### config.mk
export PLATFORM = sky130hd
export DESIGN_NAME = rr_arbiter8_16_flat
export DESIGN_NICKNAME = d
export VERILOG_FILES = /design/src/rtl/rr_arbiter8_16_pkg.sv /design/src/rtl/rr_arbiter8_16_if.sv /design/src/rtl/rr_arbiter8_16_mux8way16.sv /design/src/rtl/rr_arbiter8_16.sv /design/src/flat_wrapper.sv
export SDC_FILE = /design/constraint.sdc
export NUM_CORES = 1
export LEC_CHECK = 0
export ABC_AREA = 1
export CORE_UTILIZATION = 34
export DETAILED_ROUTE_END_ITERATION = 8
export PLACE_DENSITY = 0.89
export REMOVE_ABC_BUFFERS = 1
export SYNTH_ARGS = -nofsm -noshare
export SYNTH_HDL_FRONTEND = slang
export SYNTH_SLANG_ARGS = --single-unit
### constraint.sdc
create_clock -name clk -period 2.27 [get_ports clk]
set_clock_uncertainty 0.2 [all_clocks]
set_input_delay 0.3405 -clock clk [delete_from_list [all_inputs] [get_ports clk]]
set_output_delay 0.3405 -clock clk [all_outputs]
set_load 0.05 [all_outputs]
### src/rtl/rr_arbiter8_16_pkg.sv
`default_nettype none
// ============================================================================
// Module   : arb_pkg
// Brief    : Shared constants and FSM state type for the 8-way, 16-bit
//            packet round-robin arbiter.
// Revision : 1.0 - initial release
// ============================================================================
package arb_pkg;

    localparam int NREQ = 8;    // number of requesters
    localparam int DW   = 16;   // data lane width
    localparam int IDXW = 3;    // requester index width

    // IDLE: arbitrating between packets; LOCKED: channel owned until last word
    typedef enum logic [0:0] {
        IDLE   = 1'b0,
        LOCKED = 1'b1
    } arb_state_t;

endpackage
`default_nettype wire

### src/rtl/rr_arbiter8_16_if.sv
`default_nettype none
// ============================================================================
// Module   : rr_arbiter8_16_if
// Brief    : Request-side and consumer-side handshake bundle of the arbiter.
//            master = traffic generator / consumer, slave = arbiter.
// Revision : 1.0 - initial release
// ============================================================================
interface rr_arbiter8_16_if;
    import arb_pkg::*;

    logic [NREQ-1:0]    in_valid;
    logic [NREQ*DW-1:0] in_data;
    logic [NREQ-1:0]    in_last;
    logic [NREQ-1:0]    in_ready;
    logic               out_valid;
    logic [DW-1:0]      out_data;
    logic               out_last;
    logic [IDXW-1:0]    out_src;
    logic               out_ready;

    modport master (
        output in_valid, in_data, in_last, out_ready,
        input  in_ready, out_valid, out_data, out_last, out_src
    );

    modport slave (
        input  in_valid, in_data, in_last, out_ready,
        output in_ready, out_valid, out_data, out_last, out_src
    );

endinterface
`default_nettype wire

### src/rtl/rr_arbiter8_16_mux8way16.sv
`default_nettype none
// ============================================================================
// Module   : Mux8Way16
// Brief    : Eight-input, 16-bit wide multiplexer; sel=0 picks a, 7 picks h.
// Revision : 1.0 - initial release
// ============================================================================
module Mux8Way16 (
    input  wire logic [15:0] a,
    input  wire logic [15:0] b,
    input  wire logic [15:0] c,
    input  wire logic [15:0] d,
    input  wire logic [15:0] e,
    input  wire logic [15:0] f,
    input  wire logic [15:0] g,
    input  wire logic [15:0] h,
    input  wire logic [2:0]  sel,
    output logic      [15:0] out
);

    // Pure selection, no state
    always_comb begin
        case (sel)
            3'd0:    out = a;
            3'd1:    out = b;
            3'd2:    out = c;
            3'd3:    out = d;
            3'd4:    out = e;
            3'd5:    out = f;
            3'd6:    out = g;
            default: out = h;
        endcase
    end

endmodule
`default_nettype wire

### src/rtl/rr_arbiter8_16.sv
`default_nettype none
// ============================================================================
// Module   : rr_arbiter8_16
// Brief    : Packet-granular round-robin arbiter, 8 requesters onto one
//            16-bit channel with a single registered valid/ready output stage.
// Revision : 1.0 - initial release
// ============================================================================
module rr_arbiter8_16
    import arb_pkg::*;
(
    input  wire logic        clk,
    input  wire logic        rst_n,
    rr_arbiter8_16_if.slave  bus
);

    arb_state_t      r_state;
    logic [IDXW-1:0] r_owner;
    logic [IDXW-1:0] r_ptr;

    logic            r_out_valid;
    logic [DW-1:0]   r_out_data;
    logic            r_out_last;
    logic [IDXW-1:0] r_out_src;

    logic            w_can_load;
    logic            w_xfer;
    logic            w_owner_last;
    logic [DW-1:0]   w_mux_data;
    logic [NREQ-1:0] w_in_ready;

    // First requesting index at or after base, wrapping modulo 8
    function automatic logic [IDXW-1:0] rr_pick(input logic [NREQ-1:0] req,
                                                input logic [IDXW-1:0] base);
        logic [IDXW-1:0] idx;
        logic [IDXW-1:0] pick;
        logic            found;
        pick  = base;
        found = 1'b0;
        for (int k = 0; k < NREQ; k++) begin
            idx = base + k[IDXW-1:0];
            if (!found && req[idx]) begin
                pick  = idx;
                found = 1'b1;
            end
        end
        return pick;
    endfunction

    Mux8Way16 u_mux (
        .a   (bus.in_data[0*DW +: DW]),
        .b   (bus.in_data[1*DW +: DW]),
        .c   (bus.in_data[2*DW +: DW]),
        .d   (bus.in_data[3*DW +: DW]),
        .e   (bus.in_data[4*DW +: DW]),
        .f   (bus.in_data[5*DW +: DW]),
        .g   (bus.in_data[6*DW +: DW]),
        .h   (bus.in_data[7*DW +: DW]),
        .sel (r_owner),
        .out (w_mux_data)
    );

    // Output slot is free if empty or being drained this cycle; in_valid never
    // enters in_ready so the handshake has no combinational loop
    assign w_can_load   = !r_out_valid || bus.out_ready;
    assign w_xfer       = (r_state == LOCKED) && w_can_load && bus.in_valid[r_owner];
    assign w_owner_last = bus.in_last[r_owner];

    // Ready only toward the current owner, and only while the output can take a word
    always_comb begin
        w_in_ready = '0;
        if ((r_state == LOCKED) && w_can_load)
            w_in_ready[r_owner] = 1'b1;
    end

    // Arbitration FSM: pick in IDLE, hold the lock until the owner's last word
    always_ff @(posedge clk or negedge rst_n) begin
        if (!rst_n) begin
            r_state <= IDLE;
            r_owner <= '0;
            r_ptr   <= '0;
        end else begin
            case (r_state)
                IDLE: begin
                    if (|bus.in_valid) begin
                        r_owner <= rr_pick(bus.in_valid, r_ptr);
                        r_state <= LOCKED;
                    end
                end
                default: begin
                    if (w_xfer && w_owner_last) begin
                        r_ptr   <= r_owner + 3'd1;
                        r_state <= IDLE;
                    end
                end
            endcase
        end
    end

    // Output register: load on transfer, otherwise empty once drained
    always_ff @(posedge clk or negedge rst_n) begin
        if (!rst_n) begin
            r_out_valid <= 1'b0;
            r_out_data  <= '0;
            r_out_last  <= 1'b0;
            r_out_src   <= '0;
        end else if (w_xfer) begin
            r_out_valid <= 1'b1;
            r_out_data  <= w_mux_data;
            r_out_last  <= w_owner_last;
            r_out_src   <= r_owner;
        end else if (r_out_valid && bus.out_ready) begin
            r_out_valid <= 1'b0;
        end
    end

    assign bus.in_ready  = w_in_ready;
    assign bus.out_valid = r_out_valid;
    assign bus.out_data  = r_out_data;
    assign bus.out_last  = r_out_last;
    assign bus.out_src   = r_out_src;

endmodule
`default_nettype wire

### src/flat_wrapper.sv
// flat-port wrapper written by rule: the top's interface ports become plain ports
module rr_arbiter8_16_flat import arb_pkg::*;
  (clk, rst_n, bus_in_valid, bus_in_data, bus_in_last, bus_out_ready, bus_in_ready, bus_out_valid, bus_out_data, bus_out_last, bus_out_src);
  rr_arbiter8_16_if bus_i ();
  input  wire logic clk;
  input  wire logic rst_n;
  input wire logic [$bits(bus_i.in_valid)-1:0] bus_in_valid;
  input wire logic [$bits(bus_i.in_data)-1:0] bus_in_data;
  input wire logic [$bits(bus_i.in_last)-1:0] bus_in_last;
  input wire logic [$bits(bus_i.out_ready)-1:0] bus_out_ready;
  output wire logic [$bits(bus_i.in_ready)-1:0] bus_in_ready;
  output wire logic [$bits(bus_i.out_valid)-1:0] bus_out_valid;
  output wire logic [$bits(bus_i.out_data)-1:0] bus_out_data;
  output wire logic [$bits(bus_i.out_last)-1:0] bus_out_last;
  output wire logic [$bits(bus_i.out_src)-1:0] bus_out_src;
  assign bus_i.in_valid = bus_in_valid;
  assign bus_i.in_data = bus_in_data;
  assign bus_i.in_last = bus_in_last;
  assign bus_i.out_ready = bus_out_ready;
  assign bus_in_ready = bus_i.in_ready;
  assign bus_out_valid = bus_i.out_valid;
  assign bus_out_data = bus_i.out_data;
  assign bus_out_last = bus_i.out_last;
  assign bus_out_src = bus_i.out_src;
  rr_arbiter8_16 u_core (.clk(clk), .rst_n(rst_n), .bus(bus_i));
endmodule
**Yosys cells after proc, flatten, opt, wreduce, memory -nomap -nowiden**

Index checks and enable logic that the tools add are counted.

- Register bits: 28
- Bits of input ports: 147
- Output and inout port bits: 29
- Word-level logic and storage cells: 115

- Add/sub/neg operators: 8
- Magnitude comparators: 10
- Equal/unequal tests: 6
- Mux-type cells: 57
- Bitwise operators: 1
- Reduce and logical (&&, ||, !) cells: 26

Operator list:

| cell | count |
|---|---|
| $pmux 16 s7 | 1 |
| $mux 1 | 37 |
| $lt 3x4->1 const B | 9 |
| $bmux 1 s3 | 10 |
| $mux 3 | 7 |
| $add 3x3->3 const B | 4 |
| $logic_and 1x1->1 | 12 |
| $eq 3x3->1 const B | 3 |
| $logic_not 1->1 | 8 |
| $mux 8 | 1 |
| $reduce_or 8->1 | 1 |
| $add 3x1->3 const B | 2 |
| $add 3x2->3 const B | 2 |
| $eq 3x2->1 const B | 2 |
| $reduce_and 2->1 | 2 |
| $demux 1 s3 | 1 |
| $eq 3x1->1 const B | 1 |
| $ge 3x1->1 const B | 1 |
| $logic_not 3->1 | 1 |
| $reduce_bool 2->1 | 1 |
| $logic_or 1x1->1 | 1 |
| $not 1->1 | 1 |

**Depth between registers and ports, before layout**

- Depth in word-level cells: 38
- Depth in mapped cells: 20

**By module**

Synthesis repeated with hierarchy kept, for this count alone.

- Cell total of the unflattened synthesis: 578
- Area total of the unflattened synthesis: 3313.2 um^2

Modules (own cells, without submodules):

| module | times used | cells an instance | area an instance (um^2) |
|---|---|---|---|
| rr_arbiter8_16 | 1 | 301 | 1974.4 |
| Mux8Way16 | 1 | 277 | 1338.8 |

**Worst setup path before layout**

No wires, ideal clock.

- Kind: reg2reg
- Start point: register u_core.r_ptr[1]
- End point: register u_core.r_owner[2]
- Arrival: 2.071 ns
- Required time: 1.954 ns
- Setup slack: -0.118 ns
- Cell stages (with the launch flop): 20
- Path buffers: 1
- Period minus slack after synthesis: 2.388 ns
- Cell sequence: dfrtp_1 > buf_6 > inv_2 > ha_1 > inv_1 > nand3_1 > nand2_1 > nand2_1 > nand2_2 > nand2_2 > nor2_4 > nand3_2 > nor2_4 > nand2_2 > o21ai_0 > inv_1 > nand2_1 > nand2_1 > nand2_1 > nand2_1

- Cells in the longest elaborated chain, start to end: 38
- Elaborated cells on any way between the ends: 65

RTL lines:

| element | RTL line | RTL |
|---|---|---|
| start: declaration | rr_arbiter8_16.sv:18 | `logic [IDXW-1:0] r_ptr;` |
| start signal: assignment | rr_arbiter8_16.sv:91 | `r_ptr <= r_owner + 3'd1;` |
| $bmux 1 s3 | rr_arbiter8_16.sv:41 | `if (!found && req[idx]) begin` |
| $mux 1 (not written as such) | rr_arbiter8_16.sv:41 |  |
| $mux 1 | rr_arbiter8_16.sv:41 |  |
| $mux 1 | rr_arbiter8_16.sv:84 | `if (\|bus.in_valid) begin` |
| $mux 1 | rr_arbiter8_16.sv:82 | `case (r_state)` |
| $logic_not 1->1 | rr_arbiter8_16.sv:41 |  |
| $logic_and 1x1->1 | rr_arbiter8_16.sv:41 |  |
| $mux 1 | rr_arbiter8_16.sv:41 |  |
| [... 22 more ...] | -- |  |
| $logic_not 1->1 | rr_arbiter8_16.sv:41 |  |
| $logic_and 1x1->1 | rr_arbiter8_16.sv:41 |  |
| $mux 1 | rr_arbiter8_16.sv:41 |  |
| $mux 1 | rr_arbiter8_16.sv:84 |  |
| $mux 1 | rr_arbiter8_16.sv:82 |  |
| $logic_not 1->1 | rr_arbiter8_16.sv:41 |  |
| $logic_and 1x1->1 | rr_arbiter8_16.sv:41 |  |
| $mux 3 (*) | rr_arbiter8_16.sv:41 |  |
| end signal: assignment | rr_arbiter8_16.sv:85 | `r_owner <= rr_pick(bus.in_valid, r_ptr);` |
| end: declaration | rr_arbiter8_16.sv:17 | `logic [IDXW-1:0] r_owner;` |

Mark *: on every way between the ends. The rest lies on a longest branch, timed or not. The select of a mux whose other input is x is not followed.
A chain may end at the register's enable or synchronous reset.

**Worst setup path after layout**

- Start point: register u_core.r_ptr[0]
- End point: register u_core.r_owner[2]

The elaborated chain is that of the path after synthesis.

==> impl_metrics.tcl <==
set metrics [dict create \
    cp-start-kind "flop" \
    clock_insertion_delay_worst_skew_ns 0.28 \
    htreeDepth 1 \
    drtIter0Drc 312 \
    clkTransAtPathRegs_ns 0.10 \
    leakage_uw 0.00252 \
    power_frac_seq_pct 11.6 \
    synthFlopType "dfrtp_1" \
    tightest_slew_ns 0.721 \
    gp_routability_congestion 0.931 \
    hold_viol_final 0 \
    rsz0062_at_grt "true" \
    grt_pass1_wl_um 19600 \
    dieArea_mm2 0.00881 \
    status "finished, violations left" \
    synth_edf_count 0 \
    first_pass_iters 5 \
    pre_cts_ws_ns -0.222 \
    power.share.clock_pct 3.8 \
    die_w_um 93.8 \
    power.density_mw_per_mm2 1520 \
    slew_headroom_pct 51.9 \
    vdd_drop_max_mv 1.02 \
    grt-ovfl-total 0 \
    criticalPathCategory "reg2reg" \
    tns_ns -0.345 \
    cts-root-buf "clkbuf_8" \
    setup_ws_ns -0.138 \
    synth_top_cell_area_share_pct 24.4 \
    viasPerCell 5.59 \
    avgSynthCellArea_um2 6.40 \
    core-area_mm2 0.00818 \
    syn_area_mm2 0.00287 \
    syn_to_final_growth_pct 90.6 \
    p_sw_uw 4440 \
    worstHoldPathType "in2async" \
    hpwl_um 9870 \
    fin_crit_sh_pct 106 \
    numCtsBuffers 3 \
    clockBufferDepth 2 \
    synth_seq_area_share_pct 24.4 \
    vias 4281 \
    tritoncts "done" \
    max_cap_violations 0 \
    n_fill_cell 685 \
    antenna_found_initial 0 \
    routedWlPerCell_um 17.2 \
    synth.distinct_cells 31 \
    maxSlewViolCount 0 \
    mostFrequentLayoutCells "167 x clkdlybuf4s50_1, 94 x nand3_1, 83 x nand2_1" \
    diodes 0 \
    grt_pass1_vias 4072 \
    clock_sinks 28 \
    drt_wl_total_um 13200 \
    setup_viol 3 \
    ioPinCount 176 \
    die_h_um 93.8 \
    swShare_pct 53.6 \
    p_int_uw 3840 \
    grt_usage_pct 28.4 \
    yosys-top-cells-area "dfrtp_1 24%, nand3_1 17%, nand2_1 12%, o21ai_0 5.4%, inv_1 5.4%" \
    cp_max_fo 8 \
    arrival_ns 2.42 \
    synth_area_leader_cell "dfrtp_1" \
    grt_max_degree 32 \
    start_util_pct 35.1 \
    final_nets 816 \
    fp-row-count 33 \
    layout_commonest_cell "clkdlybuf4s50_1" \
    min_period_ns 2.41 \
    port_buffers 175 \
    ys_async_sr_fraction_pct 100 \
    postSynthCellCount 448 \
    violations "setup timing" \
    max_freq_mhz 415 \
    synth_warnings 0 \
    drive_gt1_share_pct 18.5 \
    cts_hold_buf 0 \
    drcViolationCount 0 \
    ys_ff_latch 28 \
    drtAntennaViolNets 0 \
    endpoint_kind "flop" \
    power_uw 8290 \
    required_ns 2.29 \
    pwr-share-comb_pct 84.6 \
]
[power by group through the flow]
stage               registers [µW]  clock network, µW  logic, µW
finish                         961                315       7010
global route                   988                341       7510
CTS                            950                323       6460
detailed placement             957                  0       6010
global placement               942                  0       5890
floorplan                     1610                  0       2860
[worst paths after layout]
check,start,end,slack [ns],cells past startpoint
worst max-delay path,u_core.r_ptr[0],u_core.r_owner[2],-0.14,21
worst min-delay path,rst_n,u_core.bus.out_data[0],0.24,2
worst max register to register,u_core.r_ptr[0],u_core.r_owner[2],-0.14,21
worst min register to register,u_core.bus.out_data[9],u_core.bus.out_data[9],0.28,1
max in group asynchronous,rst_n,u_core.r_owner[2],1.34,2
min in group clk,u_core.bus.out_data[9],u_core.bus.out_data[9],0.28,1
[per-layer routing]
layer	vias to the layer above	wire, µm	global-route usage [%]
li1	1995	-	-
met1	1971	4870	33.2
met2	269	6540	51.1
met3	46	1280	4.37
met4	0	499	12.2
met5	-	0	0
[state kept, by name, summed over array words and instances, names as in the netlist]
register,cells
u_core.bus.out_data,16
u_core.bus.out_src,3
u_core.r_owner,3
u_core.r_ptr,3
u_core.bus.out_last,1
u_core.bus.out_valid,1
u_core.r_state,1
[cells in the mapped netlist (3+ instances only)]
cell type,count
buf_1,5
buf_2,3
inv_2,3
inv_1,41
buf_6,3
nand4_1,5
a21oi_1,22
dfrtp_1,28
nand2_2,5
clkbuf_1,14
nand3_1,99
o21ai_0,31
ha_1,7
nand2_1,93
a221oi_1,17
nor2_1,20
a21o_1,16
a31oi_1,17
[metrics by stage]
step	utilization [%]	hold slack (ns)	std cells	instance area, µm²
2_1_floorplan	-	-0.155	423	2750
3_3_place_gp	62.2	0.257	749	5080
3_5_place_dp	62.2	0.264	749	5080
4_1_cts	64.9	0.250	760	5300
5_1_grt	66.9	0.269	766	5470
6_report	66.9	0.242	766	5470
[critical path, cell delays in order, from the launching register on]
cell,delay (ns)
dfrtp_1,0.42
buf_4,0.15
buf_4,0.16
nand2_2,0.08
nand3_2,0.14
nand2_4,0.12
nand2_4,0.05
nand2_4,0.09
nand2_4,0.06
nor2_4,0.11
buf_4,0.12
buf_4,0.10
nand3_1,0.07
nand2_1,0.08
inv_1,0.04
nand2_1,0.05
nand2_1,0.04
nand2_1,0.05
nand2_1,0.04
nand2_1,0.05
nand2_1,0.04
nand2_1,0.05
[final cells by class]
| cell class | count | area (µm²) | share of cell area [%] |
|---|---|---|---|
| flip-flops and latches | 28 | 702 | 12.8 |
| well taps | 105 | 131 | 2.40 |
| repair buffers | 234 | 2320 | 42.4 |
| inverters | 45 | 178 | 3.25 |
| clock buffers | 4 | 55.1 | 1.01 |
| multi-input cells | 350 | 2080 | 38.0 |
[cells by family (layout without fill, tap and decap cells)]
family                     Yosys count  after routing  share of synthesized area, %
and+or+nand+nor                    228            228                          36.1
AOI/OAI and AO/OA                  110            110                          24.0
buffers and inverters               70            283                          10.1
DFF                                 28             28                          24.4
adders and majority gates            7              7                          3.05
xor gates and xnor gates             5              5                          2.31
[repair_timing]
action,CTS,global route
pin swaps,14,16
buffers inserted,7,6
setup endpoints to repair,19,27
resized for setup,28,24
Power figures use the tool's default switching activity.
